==> src/rtl/bypass_rr_arbiter.sv <==
// Round-robin front end for the Bypass datapath: NUM_REQ valid/ready requesters
// share one registered output word; Output_Data feeds Bypass.Input_Data.

module bypass_rr_lane #(
  parameter int IDX        = 0,
  parameter int DATA_WIDTH = 8,
  parameter int ID_WIDTH   = 2
) (
  input  logic                  valid,
  input  logic [DATA_WIDTH-1:0] data,
  input  logic [ID_WIDTH-1:0]   last_grant,
  input  logic                  grant,
  output logic                  hi,
  output logic [DATA_WIDTH-1:0] data_g
);
  localparam logic [ID_WIDTH-1:0] IDX_L = ID_WIDTH'(IDX);

  // hi marks requests that sit after the pointer and so win ahead of the wrap
  assign hi     = valid & (IDX_L > last_grant);
  assign data_g = data & {DATA_WIDTH{grant}};
endmodule

module bypass_rr_arbiter #(
  parameter int NUM_REQ    = 4,
  parameter int DATA_WIDTH = 8,
  parameter int ID_WIDTH   = 2
) (
  input  logic                          clk,
  input  logic                          rst_n,
  input  logic [NUM_REQ-1:0]            Req_Valid,
  input  logic [NUM_REQ*DATA_WIDTH-1:0] Req_Data,
  output logic [NUM_REQ-1:0]            Req_Ready,
  output logic [DATA_WIDTH-1:0]         Output_Data,
  output logic                          Output_Valid,
  input  logic                          Output_Ready,
  output logic [ID_WIDTH-1:0]           Grant_Id
);
  typedef struct packed {
    logic                any;
    logic [ID_WIDTH-1:0] id;
    logic [NUM_REQ-1:0]  oh;
  } win_t;

  logic [ID_WIDTH-1:0]                  last_grant;
  logic [NUM_REQ-1:0]                   hi;
  logic [NUM_REQ-1:0][DATA_WIDTH-1:0]   lane_data;
  logic [DATA_WIDTH-1:0]                mux_data;
  win_t                                 win;
  logic                                 found_hi;
  logic                                 load;
  logic                                 xfer;

  for (genvar i = 0; i < NUM_REQ; i++) begin : g_lane
    bypass_rr_lane #(
      .IDX(i), .DATA_WIDTH(DATA_WIDTH), .ID_WIDTH(ID_WIDTH)
    ) u_lane (
      .valid      (Req_Valid[i]),
      .data       (Req_Data[i*DATA_WIDTH +: DATA_WIDTH]),
      .last_grant (last_grant),
      .grant      (win.oh[i]),
      .hi         (hi[i]),
      .data_g     (lane_data[i])
    );
  end

  // Lowest index above the pointer wins; otherwise wrap to the lowest valid index.
  always_comb begin
    win      = '0;
    found_hi = 1'b0;
    for (int i = 0; i < NUM_REQ; i++)
      if (Req_Valid[i] && !win.any) begin
        win.any = 1'b1;
        win.id  = ID_WIDTH'(i);
      end
    for (int i = 0; i < NUM_REQ; i++)
      if (hi[i] && !found_hi) begin
        found_hi = 1'b1;
        win.id   = ID_WIDTH'(i);
      end
    win.oh = win.any ? (NUM_REQ'(1) << win.id) : '0;
  end

  always_comb begin
    mux_data = '0;
    for (int i = 0; i < NUM_REQ; i++) mux_data = mux_data | lane_data[i];
  end

  assign load      = !Output_Valid | Output_Ready;
  // rst_n gate keeps every requester stalled while reset is held
  assign Req_Ready = win.oh & {NUM_REQ{load & rst_n}};
  assign xfer      = |Req_Ready;

  always_ff @(posedge clk or negedge rst_n) begin
    if (!rst_n) begin
      Output_Valid <= 1'b0;
      Output_Data  <= '0;
      Grant_Id     <= '0;
      last_grant   <= ID_WIDTH'(NUM_REQ-1);
    end else if (xfer) begin
      Output_Valid <= 1'b1;
      Output_Data  <= mux_data;
      Grant_Id     <= win.id;
      last_grant   <= win.id;
    end else if (Output_Ready) begin
      Output_Valid <= 1'b0;
    end
  end
endmodule

==> config.mk <==
export PLATFORM = sky130hd
export DESIGN_NAME = bypass_rr_arbiter
export DESIGN_NICKNAME = d
export VERILOG_FILES = /design/src/rtl/bypass_rr_arbiter.sv
export SDC_FILE = /design/constraint.sdc
export NUM_CORES = 1
export LEC_CHECK = 0
export ABC_AREA = 1
export CORE_MARGIN = 8
export CORE_UTILIZATION = 42
export DETAILED_ROUTE_END_ITERATION = 8
export PLACE_DENSITY_LB_ADDON = 0.1
export SLEW_MARGIN = 0
export SYNTH_ARGS = -nofsm -noshare
export SYNTH_HDL_FRONTEND = slang
export SYNTH_SLANG_ARGS = --single-unit
==> constraint.sdc <==
create_clock -name clk -period 3.1 [get_ports clk]
set_input_delay 0.465 -clock clk [delete_from_list [all_inputs] [get_ports clk]]
set_output_delay 0.465 -clock clk [all_outputs]
set_load 0.02 [all_outputs]
==> After elaboration in Yosys (flattened, before gate mapping) <==
Index checks and enable logic that the tools add are counted.
Widths: inputs -> output; s select.
{ "totals": {"regBits": 13, "in_bits": 39, "output_inout_bits": 15} }
{ "op_classes": {"n_lt_le_gt_ge": 4, "n_shift": 1, "muxes": 14, "bitwise": 14, "n_reduce_logical": 15} }
{ "op_table": {"columns": ["op", "count"], "rows": [
  ["$and 8x8->8", 4],
  ["$or 8x8->8", 3],
  ["$mux 3", 4],
  ["$mux 2", 4],
  ["$logic_not 1->1", 7],
  ["$logic_and 1x1->1", 6],
  ["$and 1x1->1", 5],
  ["$mux 1", 5],
  ["$and 4x4->4", 1],
  ["$gt 1x2->1 const A", 2],
  ["$gt 2x2->1 const A", 2],
  ["$mux 4", 1],
  ["$reduce_or 4->1", 1],
  ["$shl 1x2->4 const A", 1],
  ["$reduce_bool 2->1", 1],
  ["$or 1x1->1", 1]
]} }

==> Depth between registers and ports, before layout <==
Gate-level depths: netlist of run 1.
{ "logic_depth": {"word_depth": 20, "depth_mapped": 11} }

==> By module <==
From an unflattened synthesis of run 1, not the netlist that was laid out.
{ "unflattened": {"cells_unflattened": 163, "hier_area_um2": 1079.8} }
{ "modules_own_cells": {"columns": ["module", "instances", "cells_per_inst", "area_each_um2"], "rows": [
  ["bypass_rr_arbiter", 1, 86, 780.7],
  ["bypass_rr_lane at g_lane[0].u_lane", 1, 19, 76.3],
  ["bypass_rr_lane at g_lane[1].u_lane", 1, 20, 76.3],
  ["bypass_rr_lane at g_lane[3].u_lane", 1, 19, 73.8],
  ["bypass_rr_lane at g_lane[2].u_lane", 1, 19, 72.6]
]} }

==> Worst setup path before layout of run 1 <==
No wires, ideal clock.
{ "synth_path": {"path_type": "input port to output port", "start": "input port Req_Valid[1]", "end": "output port Req_Ready[0]", "arrival_ns": 1.512, "t_required_ns": 2.635, "setup_slack_ns": 1.123, "cell_stages": 6, "path_buffers": 1, "cell_sequence": "inv_1 nand2_1 nand2_2 nand3_4 buf_6 nor3_1"} }
{ "synth_between": {"elab_chain_len": 15} }
{ "synth_lines": {"columns": ["element", "line_no", "source"], "rows": [
  ["from (decl)", "30", "input logic [NUM_REQ-1:0] Req_Valid,"],
  ["$logic_and 1x1->1", "71", "if (Req_Valid[i] && !win.any) begin"],
  ["$mux 3", "71", null],
  ["$logic_not 1->1", "71", null],
  ["$logic_and 1x1->1", "71", null],
  ["$mux 3", "71", null],
  ["$logic_not 1->1", "71", null],
  ["$logic_and 1x1->1", "71", null],
  ["$mux 3", "71", null],
  ["$mux 2 (4 in series)", "76", "if (hi[i] && !found_hi) begin"],
  ["$shl 1x2->4", "80", "win.oh = win.any ? (NUM_REQ'(1) << win.id) : '0;"],
  ["$mux 4 (*)", "80", null],
  ["$and 4x4->4 (*)", "90", "assign Req_Ready = win.oh & {NUM_REQ{load & rst_n}};"],
  ["to (decl)", "32", "output logic [NUM_REQ-1:0] Req_Ready,"]
]} }
Every way passes the cells marked *; elsewhere a longest branch is shown, timed or not.

==> Worst setup path after layout of run 1 <==
{ "layout_path": {"start": "input port Req_Valid[2]", "end": "output port Req_Ready[2]"} }
{ "layout_between": {"elab_chain_len": 12} }
{ "layout_lines": {"columns": ["element", "line_no"], "rows": [
  ["$logic_and 1x1->1", "71"],
  ["$mux 3", "71"],
  ["$logic_not 1->1", "71"],
  ["$logic_and 1x1->1", "71"],
  ["$mux 3", "71"],
  ["$mux 2 (4 in series)", "76"],
  ["$shl 1x2->4", "80"],
  ["$mux 4 (*)", "80"],
  ["$and 4x4->4 (*)", "90"]
]} }
Marked as above.

==> impl_metrics.xml, run 1 <==
<?xml version="1.0" encoding="UTF-8"?>
<metrics>
  <group name="clock_network">
    <metric name="cts_resized" unit="">0</metric>
    <metric name="worstSkewPairLatency" unit="ns">0.27</metric>
    <metric name="cts.root.buffer_cell" unit="">clkbuf_4</metric>
    <metric name="clkSinkCount" unit="">13</metric>
    <metric name="clk_pin_slew" unit="ns">0.08</metric>
    <metric name="cts_inserted_buffers" unit="">3</metric>
    <metric name="cts_tree" unit="">done</metric>
    <metric name="cts_buffer_depth" unit="">2</metric>
    <metric name="cts_stage_hold_buffer_count" unit="">0</metric>
    <metric name="clock_tree.htree_level_count" unit="">1</metric>
    <metric name="cts_post_setup_buffers_inserted" unit="">0</metric>
  </group>
  <group name="synthesis">
    <metric name="yosys.area_share.adder" unit="">0</metric>
    <metric name="post-synth-top-area-fraction" unit="">0.2753</metric>
    <metric name="synthCells" unit="">143</metric>
    <metric name="area_share_of_and_or_nand_nor_cells_after_synthesis" unit="">0.5219</metric>
    <metric name="synth_compound_gate_area_share" unit="">0.08260</metric>
    <metric name="yosys.cell_count.top_type" unit="">nor2_1</metric>
    <metric name="synth.area.mux_share" unit="">0</metric>
    <metric name="post_synth_xor_area_fraction" unit="">0</metric>
    <metric name="post_synth_arst_share" unit="">1.000</metric>
    <metric name="synth.top_cells.by_count" unit="">nor2_1, nand2_1, nand3_1</metric>
    <metric name="synth_enable_flop_cells" unit="">0</metric>
    <metric name="synth_flop_cell" unit="">dfrtp_1</metric>
    <metric name="yosys_register_bits" unit="">13</metric>
    <metric name="netlist_area" unit="sq um">999.7</metric>
    <metric name="ys_warnings" unit="">0</metric>
    <metric name="synth_area_leaders" unit="">dfrtp_1, nor2_1, nand2_1</metric>
    <metric name="synth_top_family_by_area" unit="">simple AND/OR/NAND/NOR gates</metric>
    <metric name="syn-num-nets" unit="">182</metric>
    <metric name="yosysUniqueCellTypes" unit="">25</metric>
    <metric name="synth-seq-area-share" unit="">0.3279</metric>
    <metric name="netlist.top_cell.by_area" unit="">dfrtp_1</metric>
    <metric name="synth_area_per_cell" unit="sq um">6.991</metric>
  </group>
  <group name="global_route">
    <metric name="grt_pass1_vias" unit="">1240</metric>
    <metric name="grt_start_max_net_pins" unit="">19</metric>
    <metric name="first_pass_grt_wire_length" unit="mm">5.202</metric>
    <metric name="grt-ovfl-total" unit="">0</metric>
    <metric name="gr-usage-all-layers" unit="">0.1473</metric>
    <metric name="antenna_found_initial" unit="">0</metric>
  </group>
  <group name="timing">
    <metric name="setup_repair_after_global_routing_missed_its_margin" unit="">false</metric>
    <metric name="fin_crit" unit="ns">2.918</metric>
    <metric name="tightestPinTransition" unit="ns">0.6482</metric>
    <metric name="maxSlewViolCount" unit="">0</metric>
    <metric name="final_setup_vio_count" unit="">0</metric>
    <metric name="skew_final" unit="ns">0.004041</metric>
    <metric name="slew-limit-headroom" unit="">0.5674</metric>
    <metric name="finalHoldViolations" unit="">0</metric>
    <metric name="final_period_utilization" unit="">0.9414</metric>
    <metric name="timing.fmax" unit="MHz">342.7</metric>
    <metric name="timing.setup.tns" unit="ns">0</metric>
  </group>
  <group name="floorplan">
    <metric name="initial_utilization" unit="">0.4476</metric>
    <metric name="die-width" unit="um">64.79</metric>
    <metric name="design.die.area" unit="sq um">4197</metric>
    <metric name="core_region_area" unit="sq um">2233</metric>
    <metric name="die_h" unit="um">64.79</metric>
    <metric name="core.rowCount" unit="">17</metric>
    <metric name="boundaryPins" unit="">54</metric>
  </group>
  <group name="power_and_ir_drop">
    <metric name="power.internal" unit="uW">563.7</metric>
    <metric name="combinationalPowerShare" unit="">0.624</metric>
    <metric name="vdd_drop_max" unit="mV">0.3680</metric>
    <metric name="power_density" unit="nW/um^2">647.2</metric>
    <metric name="switchingPower" unit="uW">465.6</metric>
    <metric name="leakagePower" unit="uW">0.0006959</metric>
    <metric name="power_frac_seq" unit="">0.277</metric>
    <metric name="clock_power_share" unit="">0.099</metric>
    <metric name="swShare" unit="">0.4524</metric>
  </group>
  <group name="critical_path">
    <metric name="cpMaxStageDelayCell" unit="">clkdlybuf4s50_1</metric>
    <metric name="crit_fanout" unit="">6</metric>
    <metric name="regToRegSetupSlack" unit="ns">1.30</metric>
    <metric name="kind_of_launch_point_of_the_worst_setup_path" unit="">primary input</metric>
    <metric name="worstSetupEndpointType" unit="">output port</metric>
    <metric name="timing.setup.critical_path_class" unit="">primary input to output port</metric>
    <metric name="critical_path.max_stage_delay" unit="ns">0.62</metric>
    <metric name="worst_ep_arrival_time" unit="ns">2.45</metric>
    <metric name="cp.required" unit="ns">2.63</metric>
    <metric name="ordered_cell_list_for_the_critical_path" unit="">clkdlybuf4s50_1 &gt; inv_1 &gt; nand2_1 &gt; nand2_1 &gt; a21boi_2 &gt; nand3_1 &gt; nor2_1 &gt; clkdlybuf4s50_1</metric>
  </group>
  <group name="placement">
    <metric name="io_buffer_count" unit="">53</metric>
    <metric name="gpl.final_weighted_congestion" unit="">0.8533</metric>
    <metric name="dp.final_hpwl" unit="mm">2.693</metric>
  </group>
  <group name="flow_run">
    <metric name="number_of_maximum_capacitance_constraint_violations" unit="">0</metric>
  </group>
  <group name="route">
    <metric name="avgRoutedWirePerCell" unit="um">13.57</metric>
    <metric name="drtAntennaViolNets" unit="">0</metric>
    <metric name="routed-via-count" unit="">1151</metric>
    <metric name="route.final.wire_length" unit="mm">3.093</metric>
    <metric name="via_per_inst" unit="">5.048</metric>
    <metric name="drc" unit="">0</metric>
    <metric name="detail_route.iter0.violations" unit="">45</metric>
    <metric name="drt-pass1-iter-count" unit="">4</metric>
  </group>
  <group name="run_status">
    <metric name="run_status" unit="">finished clean</metric>
  </group>
  <group name="final_layout">
    <metric name="post_route_cells_drive_above_1_share" unit="">0.1550</metric>
    <metric name="area_delta_synth_final" unit="%">59.07</metric>
    <metric name="ant_diodes" unit="">0</metric>
    <metric name="final_core_util" unit="">0.7120</metric>
    <metric name="finish.net_count" unit="">240</metric>
    <metric name="seq_area" unit="sq um">327.8</metric>
    <metric name="fill_cells" unit="">201</metric>
    <metric name="multi_input_comb_area" unit="sq um">604.3</metric>
  </group>
  <group name="min_path">
    <metric name="hp-class" unit="">register to register</metric>
  </group>
</metrics>
final timing paths:
| check | depth (start not counted) | end | from |
|---|---|---|---|
| hold / removal | 2 | Grant_Id[0]$_DFFE_PN0P_ | Grant_Id[0]$_DFFE_PN0P_ |
| setup / recovery | 8 | Req_Ready[2] | Req_Valid[2] |
| setup reg to reg | 10 | Output_Data[2]$_DFFE_PN0P_ | last_grant[1]$_DFFE_PN1P_ |
| hold reg to reg | 2 | Grant_Id[0]$_DFFE_PN0P_ | Grant_Id[0]$_DFFE_PN0P_ |
| min in group asynchronous | 2 | Output_Valid$_DFFE_PN0P_ | rst_n |
| max in group asynchronous | 2 | last_grant[0]$_DFFE_PN1P_ | rst_n |
state kept, by name, summed over array words and instances, names as in the netlist:
signal / cells
Grant_Id: 2
last_grant: 2
Output_Data: 8
Output_Valid: 1
metrics by stage:
stage          cell area, sq um  power (uW)  hold WS (ns)  cells  worst slack (ns)
3_3_place_gp               1564       915.7        0.4618    224            0.2420
2_1_floorplan             999.7       683.4        0.1694    143             1.123
3_5_place_dp               1564       933.8        0.4738    224            0.1873
4_1_cts                    1590        1036        0.4918    228            0.1905
5_1_grt                    1590        1105        0.5170    228           0.04654
6_report                   1590        1029        0.4861    228            0.1817
cell families (layout without fill, tap and decap cells):
group           count (synthesis)  in the layout
compound gates                 13             13
buf+inv                        15             72
flops                          13             13
simple gates                  102            102
layout make-up:
type                            instances  area share
Tap cell                               28     0.02203
Inverter                               13     0.03226
Clock buffer                            4     0.01652
Timing Repair Buffer                   55      0.3430
Multi-Input combinational cell        115      0.3800
Sequential cell                        13      0.2061
power by group through the flow:
stage | combinational, uW | clock (uW) | sequential, uW
2_1_floorplan | 334 | 0 | 349
3_3_place_gp | 631 | 0 | 285
3_5_place_dp | 646 | 0 | 287
4_1_cts | 647 | 103 | 285
5_1_grt | 705 | 106 | 294
6_report | 643 | 101 | 285
cells in the final DEF, fill, tap and decap left out, types with 2 or more instances in the layout:
cell             instances
inv_1                    9
nor2_1                  30
o21ai_1                  2
nand2_1                 28
inv_2                    3
nor2_2                   4
clkdlybuf4s50_1         53
o21ai_0                  3
dfrtp_1                 11
nand4_1                  7
a21oi_2                  2
buf_4                    2
dfstp_2                  2
nand3_1                 19
a21oi_1                  4
nand2_2                  4
nand3_4                  3
nor3_2                   2
nor3_1                   2
clkbuf_4                 3
metal layers:
layer  global-route usage  vias up  wire [um]
met1               0.1685      513       1304
met2               0.2584       48       1498
met3              0.03265        4        245
met5                    0        -          0
met4              0.05995        0         44
li1                     -      586          -
critical path, delay by kind of cell:
family / cells / cell delay, ns
AOI/OAI and AO/OA: 1 / 0.29
and+or+nand+nor: 4 / 0.44
buffers and inverters: 3 / 1.25
Note: power is estimated with default switching activity, not from simulation.
==> inputs of run 2 (changes only) <==
--- a/config.mk
+++ b/config.mk
@@ -10,7 +10,7 @@
 export CORE_UTILIZATION = 42
 export DETAILED_ROUTE_END_ITERATION = 8
 export PLACE_DENSITY_LB_ADDON = 0.1
-export SLEW_MARGIN = 0
+export SLEW_MARGIN = 5
 export SYNTH_ARGS = -nofsm -noshare
 export SYNTH_HDL_FRONTEND = slang
 export SYNTH_SLANG_ARGS = --single-unit
==> results of run 2 <==
Final layout, timing and power as in run 1 (identical DEF).
